$ cat config.mk
export PLATFORM = sky130hd
export DESIGN_NAME = pluck_voice_allocator
export DESIGN_NICKNAME = d
export VERILOG_FILES = /design/src/rtl/pluck_voice_allocator.sv
export SDC_FILE = /design/constraint.sdc
export NUM_CORES = 1
export LEC_CHECK = 0
export CORE_MARGIN = 5
export CORE_UTILIZATION = 50
export CTS_CLUSTER_DIAMETER = 150
export DETAILED_ROUTE_END_ITERATION = 10
export GPL_ROUTABILITY_DRIVEN = 0
export PLACE_DENSITY = 0.71
export SYNTH_ARGS = -nofsm -noshare
export SYNTH_HDL_FRONTEND = slang
export SYNTH_SLANG_ARGS = --single-unit
$ cat constraint.sdc
create_clock -name clk -period 5.75 [get_ports clk]
set_input_delay 0.575 -clock clk [delete_from_list [all_inputs] [get_ports clk]]
set_output_delay 0.575 -clock clk [all_outputs]
set_load 0.01 [all_outputs]
$ cat src/rtl/pluck_voice_allocator.sv
// pluck_voice_allocator
// Sequencer/arbiter in front of a bank of plucked-string voices. Each voice
// runs IDLE -> EXCITE (noise burst) -> RING -> IDLE. A note request goes to
// the lowest-index idle voice. If no voice is idle, it takes the oldest ringing
// voice. The chosen voice gets a one-cycle trigger and its length/octave
// configuration is latched.

module pluck_voice_allocator #(
    parameter int NUM_VOICES  = 4,
    parameter int LEN_W       = 10,
    parameter int MIN_LEN     = 4,
    parameter int BURST_SHIFT = 1,
    parameter int RING_CYCLES = 48000
) (
    input  logic                          clk,
    input  logic                          reset,
    input  logic                          note_valid,
    output logic                          note_ready,
    input  logic [LEN_W-1:0]              note_len,
    input  logic [1:0]                    note_oct,
    output logic [NUM_VOICES-1:0]         voice_trig,
    output logic [NUM_VOICES*LEN_W-1:0]   voice_len,
    output logic [NUM_VOICES*2-1:0]       voice_oct,
    output logic [NUM_VOICES-1:0]         voice_busy,
    output logic [$clog2(NUM_VOICES)-1:0] alloc_id,
    output logic                          steal
);

    localparam int VID_W   = $clog2(NUM_VOICES);
    localparam int BURST_W = LEN_W + BURST_SHIFT;
    localparam int RING_W  = $clog2(RING_CYCLES + 1);
    // One counter per voice serves both the burst and the ring phase.
    localparam int CNT_W   = (BURST_W > RING_W) ? BURST_W : RING_W;

    localparam logic [VID_W-1:0] AGE_MAX  = {VID_W{1'b1}};
    localparam logic [CNT_W-1:0] CNT_ONE  = CNT_W'(1);
    localparam logic [CNT_W-1:0] CNT_RING = CNT_W'(RING_CYCLES);

    typedef enum logic [1:0] {
        ST_IDLE   = 2'd0,
        ST_EXCITE = 2'd1,
        ST_RING   = 2'd2
    } vstate_e;

    // Length after the octave shift, clamped so very short delay lines
    // still get a usable excitation burst.
    function automatic logic [LEN_W-1:0] calc_eff_len(
        input logic [LEN_W-1:0] len,
        input logic [1:0]       oct
    );
        logic [LEN_W-1:0] shifted;
        shifted = len >> oct;
        if (shifted < LEN_W'(MIN_LEN)) begin
            calc_eff_len = LEN_W'(MIN_LEN);
        end else begin
            calc_eff_len = shifted;
        end
    endfunction

    // State registers.
    vstate_e                     state_q [NUM_VOICES];
    vstate_e                     state_d [NUM_VOICES];
    logic [CNT_W-1:0]            cnt_q   [NUM_VOICES];
    logic [CNT_W-1:0]            cnt_d   [NUM_VOICES];
    logic [VID_W-1:0]            age_q   [NUM_VOICES];
    logic [VID_W-1:0]            age_d   [NUM_VOICES];

    logic [NUM_VOICES-1:0]       voice_trig_q, voice_trig_d;
    logic [NUM_VOICES*LEN_W-1:0] voice_len_q,  voice_len_d;
    logic [NUM_VOICES*2-1:0]     voice_oct_q,  voice_oct_d;
    logic [NUM_VOICES-1:0]       voice_busy_q, voice_busy_d;
    logic [VID_W-1:0]            alloc_id_q,   alloc_id_d;
    logic                        steal_q,      steal_d;

    // Arbitration results.
    logic                        idle_found_s;
    logic [VID_W-1:0]            idle_idx_s;
    logic                        ring_found_s;
    logic [VID_W-1:0]            ring_idx_s;
    logic [VID_W-1:0]            ring_age_s;
    logic [VID_W-1:0]            sel_idx_s;
    logic                        sel_steal_s;
    logic                        ready_s;
    logic                        xfer_s;
    logic [CNT_W-1:0]            burst_len_s;

    // Pick the target voice: lowest idle index first, else the oldest ringing voice.
    always_comb begin
        idle_found_s = 1'b0;
        idle_idx_s   = '0;
        ring_found_s = 1'b0;
        ring_idx_s   = '0;
        ring_age_s   = '0;
        for (int v = 0; v < NUM_VOICES; v++) begin
            if (!idle_found_s && (state_q[v] == ST_IDLE)) begin
                idle_found_s = 1'b1;
                idle_idx_s   = VID_W'(v);
            end else begin
                idle_found_s = idle_found_s;
            end
            // Strict '>' keeps the lowest index on an age tie.
            if ((state_q[v] == ST_RING) && (!ring_found_s || (age_q[v] > ring_age_s))) begin
                ring_found_s = 1'b1;
                ring_idx_s   = VID_W'(v);
                ring_age_s   = age_q[v];
            end else begin
                ring_found_s = ring_found_s;
            end
        end

        if (idle_found_s) begin
            sel_idx_s   = idle_idx_s;
            sel_steal_s = 1'b0;
        end else if (ring_found_s) begin
            sel_idx_s   = ring_idx_s;
            sel_steal_s = 1'b1;
        end else begin
            sel_idx_s   = '0;
            sel_steal_s = 1'b0;
        end

        ready_s     = idle_found_s | ring_found_s;
        xfer_s      = note_valid & ready_s;
        burst_len_s = CNT_W'(calc_eff_len(note_len, note_oct)) << BURST_SHIFT;
    end

    // Per-voice lifetime FSMs, ages and latched configuration for the next cycle.
    always_comb begin
        voice_trig_d = '0;
        voice_len_d  = voice_len_q;
        voice_oct_d  = voice_oct_q;
        voice_busy_d = '0;
        for (int v = 0; v < NUM_VOICES; v++) begin
            state_d[v] = state_q[v];
            cnt_d[v]   = cnt_q[v];
            age_d[v]   = age_q[v];

            if (xfer_s && (sel_idx_s == VID_W'(v))) begin
                // Allocation beats any expiry on the same cycle.
                state_d[v]                      = ST_EXCITE;
                cnt_d[v]                        = burst_len_s;
                age_d[v]                        = '0;
                voice_trig_d[v]                 = 1'b1;
                voice_len_d[v*LEN_W +: LEN_W]   = note_len;
                voice_oct_d[v*2 +: 2]           = note_oct;
            end else begin
                if (xfer_s && (age_q[v] != AGE_MAX)) begin
                    age_d[v] = age_q[v] + VID_W'(1);
                end else begin
                    age_d[v] = age_q[v];
                end

                // The counter holds the remaining cycles in the phase.
                // The phase ends on the edge that consumes the final cycle.
                case (state_q[v])
                    ST_IDLE: begin
                        state_d[v] = ST_IDLE;
                        cnt_d[v]   = cnt_q[v];
                    end
                    ST_EXCITE: begin
                        if (cnt_q[v] <= CNT_ONE) begin
                            state_d[v] = ST_RING;
                            cnt_d[v]   = CNT_RING;
                        end else begin
                            cnt_d[v]   = cnt_q[v] - CNT_ONE;
                        end
                    end
                    ST_RING: begin
                        if (cnt_q[v] <= CNT_ONE) begin
                            state_d[v] = ST_IDLE;
                            cnt_d[v]   = '0;
                        end else begin
                            cnt_d[v]   = cnt_q[v] - CNT_ONE;
                        end
                    end
                    default: begin
                        state_d[v] = ST_IDLE;
                        cnt_d[v]   = '0;
                    end
                endcase
            end

            voice_busy_d[v] = (state_d[v] != ST_IDLE);
        end

        if (xfer_s) begin
            alloc_id_d = sel_idx_s;
            steal_d    = sel_steal_s;
        end else begin
            alloc_id_d = alloc_id_q;
            steal_d    = 1'b0;
        end
    end

    // All state and registered outputs. The asynchronous reset aborts any voice immediately.
    always_ff @(posedge clk or posedge reset) begin
        if (reset) begin
            for (int v = 0; v < NUM_VOICES; v++) begin
                state_q[v] <= ST_IDLE;
                cnt_q[v]   <= '0;
                age_q[v]   <= '0;
            end
            voice_trig_q <= '0;
            voice_len_q  <= '0;
            voice_oct_q  <= '0;
            voice_busy_q <= '0;
            alloc_id_q   <= '0;
            steal_q      <= 1'b0;
        end else begin
            for (int v = 0; v < NUM_VOICES; v++) begin
                state_q[v] <= state_d[v];
                cnt_q[v]   <= cnt_d[v];
                age_q[v]   <= age_d[v];
            end
            voice_trig_q <= voice_trig_d;
            voice_len_q  <= voice_len_d;
            voice_oct_q  <= voice_oct_d;
            voice_busy_q <= voice_busy_d;
            alloc_id_q   <= alloc_id_d;
            steal_q      <= steal_d;
        end
    end

    assign note_ready = ready_s;
    assign voice_trig = voice_trig_q;
    assign voice_len  = voice_len_q;
    assign voice_oct  = voice_oct_q;
    assign voice_busy = voice_busy_q;
    assign alloc_id   = alloc_id_q;
    assign steal      = steal_q;

endmodule

Word level (Yosys, flattened, before mapping)
Index checks and enable logic that the tools add are counted.
{"block": "totals", "output_inout_bits": 60, "word_cells": 165, "input_bits": 15, "regBits": 139}
{"block": "classes", "n_bitwise": 2, "addsub": 8, "eq_ne": 19, "shifts": 1, "reduce_logical": 36, "order_cmp": 8, "n_mux": 67}
{"cell": "$mux W16", "count": 12}
{"cell": "$pmux W16 S3", "count": 4}
{"cell": "$le A16 B1 Y1 const B", "count": 4}
{"cell": "$sub A16 B1 Y16 const B", "count": 4}
{"cell": "$mux W2", "count": 29}
{"cell": "$mux W1", "count": 17}
{"cell": "$pmux W2 S2", "count": 4}
{"cell": "$reduce_bool A2 Y1", "count": 8}
{"cell": "$logic_and A1 B1 Y1", "count": 14}
{"cell": "$eq A2 B2 Y1 const B", "count": 6}
{"cell": "$eq A2 B1 Y1 const B", "count": 5}
{"cell": "$logic_not A2 Y1", "count": 5}
{"cell": "$lt A10 B3 Y1 const B", "count": 1}
{"cell": "$mux W10", "count": 1}
{"cell": "$shr A10 B2 Y10", "count": 1}
{"cell": "$add A2 B1 Y2 const B", "count": 4}
{"cell": "$ne A2 B1 Y1 const B", "count": 4}
{"cell": "$ne A2 B2 Y1 const B", "count": 4}
{"cell": "$gt A2 B2 Y1", "count": 3}
{"cell": "$logic_not A1 Y1", "count": 6}
{"cell": "$logic_or A1 B1 Y1", "count": 3}
{"cell": "$and A1 B1 Y1", "count": 1}
{"cell": "$or A1 B1 Y1", "count": 1}

Longest topological paths before layout
{"block": "depth", "ltp_word": 20, "depth_mapped": 23, "mapped_depth_nobuf": 21}

Worst setup path after synthesis
Ideal clock, no wire load.
{"block": "synth_timing", "path_kind": "register to register", "from": "reg state_q[6] in the netlist's numbering", "to": "reg voice_len_q[33], in the netlist voice_len[33]", "t_arrival_ns": 4.908, "slack_ns": 0.717, "stages_incl_launch_ff": 22, "synth_period_minus_slack_ns": 5.033, "n_path_buf": 2, "cell_sequence": "dfrtp_1 > inv_1 > ha_1 > buf_2 > nand2_1 > ha_1 > nor2b_1 > o311ai_1 > nor2_1 > a31oi_1 > ha_1 > nor2b_1 > o311ai_1 > mux2_2 > ha_1 > nand2_1 > o211ai_1 > a311oi_1 > o311ai_4 > inv_2 > buf_6 > mux2_2"}
{"block": "synth_via", "elab_chain_cells": 18}
{"item": "from (decl)", "line_no": "61", "text": "vstate_e state_q [NUM_VOICES];"}
{"item": "from (signal, indexed assignment)", "line_no": "211", "text": "state_q[v] <= state_d[v];"}
{"item": "$eq A2 B2 Y1", "line_no": "102", "text": "if ((state_q[v] == ST_RING) && (!ring_found_s || (age_q[v] > ring_age_s))) begin"}
{"item": "$mux W2 or $mux W1 (tied branches)", "line_no": "102"}
{"item": "$gt A2 B2 Y1 or $logic_not A1 Y1 (tied branches)", "line_no": "102"}
{"item": "$logic_or A1 B1 Y1", "line_no": "102"}
{"item": "$logic_and A1 B1 Y1", "line_no": "102"}
{"item": "$mux W2 or $mux W1 (tied branches)", "line_no": "102"}
{"item": "$gt A2 B2 Y1 or $logic_not A1 Y1 (tied branches)", "line_no": "102"}
{"item": "$logic_or A1 B1 Y1", "line_no": "102"}
{"item": "[... 2 more ...]"}
{"item": "$gt A2 B2 Y1 or $logic_not A1 Y1 (tied branches)", "line_no": "102"}
{"item": "$logic_or A1 B1 Y1", "line_no": "102"}
{"item": "$logic_and A1 B1 Y1", "line_no": "102"}
{"item": "$mux W2 or $mux W1 (tied branches)", "line_no": "102"}
{"item": "$mux W2", "line_no": "114", "text": "end else if (ring_found_s) begin"}
{"item": "$mux W2", "line_no": "111", "text": "if (idle_found_s) begin"}
{"item": "$eq A2 B2 Y1", "line_no": "138", "text": "if (xfer_s && (sel_idx_s == VID_W'(v))) begin"}
{"item": "$logic_and A1 B1 Y1 *", "line_no": "138"}
{"item": "to (signal assigned)", "line_no": "216", "text": "voice_len_q <= voice_len_d;"}
{"item": "to (decl)", "line_no": "69", "text": "logic [NUM_VOICES*LEN_W-1:0] voice_len_q, voice_len_d;"}
Every way passes the cells marked *; elsewhere a longest branch is shown, timed or not.
A chain may end at the register's enable or synchronous reset.

==> impl_metrics.tcl <==
set metrics [dict create \
    startpoint "state_q[6]" \
    grtUsageTotal 0.2373 \
    clk_pin_slew_ns 0.06 \
    clockBufferDepth 2 \
    pin_count 75 \
    syn2layout_area_growth_pct 20.14 \
    h-tree-depth 4 \
    synth_ff_type "dfrtp_1" \
    max_slew.worst_pin.slew_ns 1.256 \
    multi_input_area_um2 4080 \
    syn-instance-count 917 \
    synth.distinct_cells 65 \
    drc 0 \
    r2r_setup_slack_ns 0.50 \
    fp.dieW_um 135.4 \
    clk_latency_ns 0.43 \
    syn_area_um2 7860 \
    finalClockSkew_ns 0.01017 \
    initial_core_util 0.5132 \
    die_y_um 135.4 \
    synth_compound_area_frac 0.1925 \
    die-area_um2 18330 \
    synth_top_area_share 0.4425 \
    rsz0062_at_grt "no" \
    hp-class "reg2reg" \
    maxSlewViolCount 0 \
    drv_cap 0 \
    synth_nets 962 \
    clkSinkCount 139 \
    final_area_um2 9443 \
    finalPower_uw 4399 \
    dr.pass1.iters 5 \
    synthTopCellsByArea "dfrtp_1, nand2_1, a21oi_1" \
    timing.final.crit_share 0.9136 \
    status "finished clean" \
    drive_gt1_frac 0.08669 \
    startpoint_type "register" \
    antenna_found_initial 0 \
    post-route-min-period_ns 5.253 \
    portBuffers 74 \
    layout_common_cells "nand2_1, dfrtp_1, nor2_1" \
    cp.arrival_ns 5.60 \
    root_buffer "clkbuf_16" \
    nFillCells 1388 \
    core_um2 15310 \
    cts_tree "done" \
    grt_overflow 0 \
    synth_mux_area_frac 0.04187 \
    seq_area_frac_synth 0.4425 \
    grt_pass1_vias 6625 \
    slew_headroom 0.1606 \
    finalHoldViolCount 0 \
    via_per_inst 5.830 \
    synth_top_family_by_area "simple AND/OR/NAND/NOR gates" \
    max_freq_mhz 190.4 \
    worstSetupEndpointType "register" \
    peakVddDrop_mv 0.2709 \
    setup-violations-final 0 \
    synthXorXnorAreaFrac 0.007800 \
    wl_per_cell_um 17.51 \
    hold_buffers 0 \
    cp_max_fo 14 \
    placed_area_um2 8777 \
    worstHoldStart "voice_len[11]" \
    cts_made_buffers 17 \
    num_antenna_cells 0 \
    postSynth.asyncResetShare 1.000 \
    grt_max_degree 97 \
    critical_path_class "reg2reg" \
    ys_warn_count 0 \
    final_common_cell "nand2_1" \
    vias 7014 \
    drt_iter0_drc 680 \
    postSynthAreaPerCell_um2 8.571 \
    rows 45 \
    synthSimpleGateAreaFrac 0.2240 \
    finalNetCount 1025 \
    antenna_left 0 \
    routed_wl_mm 21.07 \
    p_leak_uw 0.004147 \
    seqCellArea_um2 3478 \
    rr_startpoint "state_q[6]" \
    synth_adder_area_share 0.04776 \
    synth_seq_cells 139 \
    powerDensity_nw_per_um2 465.8 \
    cp.required_ns 6.10 \
    hpwl_mm 14.16 \
    grt_pass1_wl_mm 34.49 \
    yosys.area.top_type "dfrtp_1" \
    synth_edf_count 0 \
]
[state kept, by name, indices dropped and copies added, names as in the netlist]
register and cells:
steal 1, age_q 8, state_q 8, alloc_id 2, voice_len 40, voice_oct 8
voice_busy 4, voice_trig 4, cnt_q 64
[synthesized netlist by cell type (all sizes together) (5+ instances only)]
cell type    n
inv         36
or3         13
o311ai       5
xnor2        6
or4         11
nor3        34
ha          30
a31oi       21
nor3b        6
nand3b       5
nand3       10
mux2i       10
clkbuf      26
o21ai       77
a21oi       80
nor2        95
nand4        9
nor2b        5
or2          6
nor4        15
dfrtp      139
o22ai        6
o31ai       10
o21a        13
nand2      165
mux2        14
buf         18
[path summary, 6_finish.rpt]
kind,endpoint,cells past startpoint
hold / removal,voice_len[11],2
max in group asynchronous,cnt_q[60],3
min in group asynchronous,voice_busy[2],2
setup / recovery,state_q[7],20
hold reg to reg,voice_len[11],2
setup reg to reg,state_q[7],20
[what timing repair did]
action	CTS	global route
buffers inserted	0	0
setup endpoints to repair	8	76
gates resized for setup	1	4
cloned	0	0
[where the power goes]
group | total, uW | internal (uW) | leakage [uW] | switching, uW
clock network | 1180 | 739 | 0.000299 | 444
registers | 1600 | 1310 | 0.00180 | 294
logic | 1610 | 724 | 0.00204 | 891
total | 4400 | 2770 | 0.00415 | 1630
[layer usage]
metal / vias up / global-route usage / wire length (um)
met5: - / 0 / 0
met4: 0 / 0.08175 / 542
met3: 37 / 0.06761 / 1742
met2: 259 / 0.3554 / 9301
met1: 3331 / 0.3313 / 9478
li1: 3387 / - / -
[through the flow]
stage	util	instances	hold WS (ns)	worst slack, ns	TNS [ns]
3_3_place_gp	0.5731	1172	0.4578	0.2334	0
6_report	0.6166	1203	0.4719	0.4969	0
5_1_grt	0.6166	1203	0.5146	0.1179	0
2_1_floorplan	-	917	0.4512	0.7172	0
4_1_cts	0.6148	1203	0.4780	0.1479	0
3_5_place_dp	0.5731	1172	0.4631	-0.05540	-0.3924
[critical path, stage by stage, from the launching register on]
cell and delay [ns]:
dfrtp_1 0.40, inv_1 0.10, ha_1 0.38, nand2_1 0.11, ha_1 0.29, nor2b_1 0.15, o311ai_2 0.37, nor2_1 0.07
a31oi_1 0.21, ha_1 0.28, nor2b_1 0.16, o311ai_4 0.35, mux2_2 0.39, ha_1 0.27, nand2_1 0.08, o211ai_1 0.13
a311o_1 0.43, nand4_1 0.23, clkinvlp_4 0.31, buf_4 0.27, nor3_1 0.17
[cell families after synthesis]
kind of cell	count (synthesis)
AND/OR/NAND/NOR	387
XOR/XNOR	7
multiplexers	27
AO/OA/AOI/OAI	247
buffers and inverters	80
adder cells (fa/ha/maj)	30
flip-flops	139
[area by class of cell]
cell class | instances | area share
well taps | 211 | 0.02796
clock buffers | 18 | 0.04651
clock inverters | 13 | 0.02027
inverters | 36 | 0.01524
repair buffers | 88 | 0.08957
flip-flops and latches | 139 | 0.3684
multi-input cells | 698 | 0.4321
No activity file was read; power rests on OpenSTA's default activity.
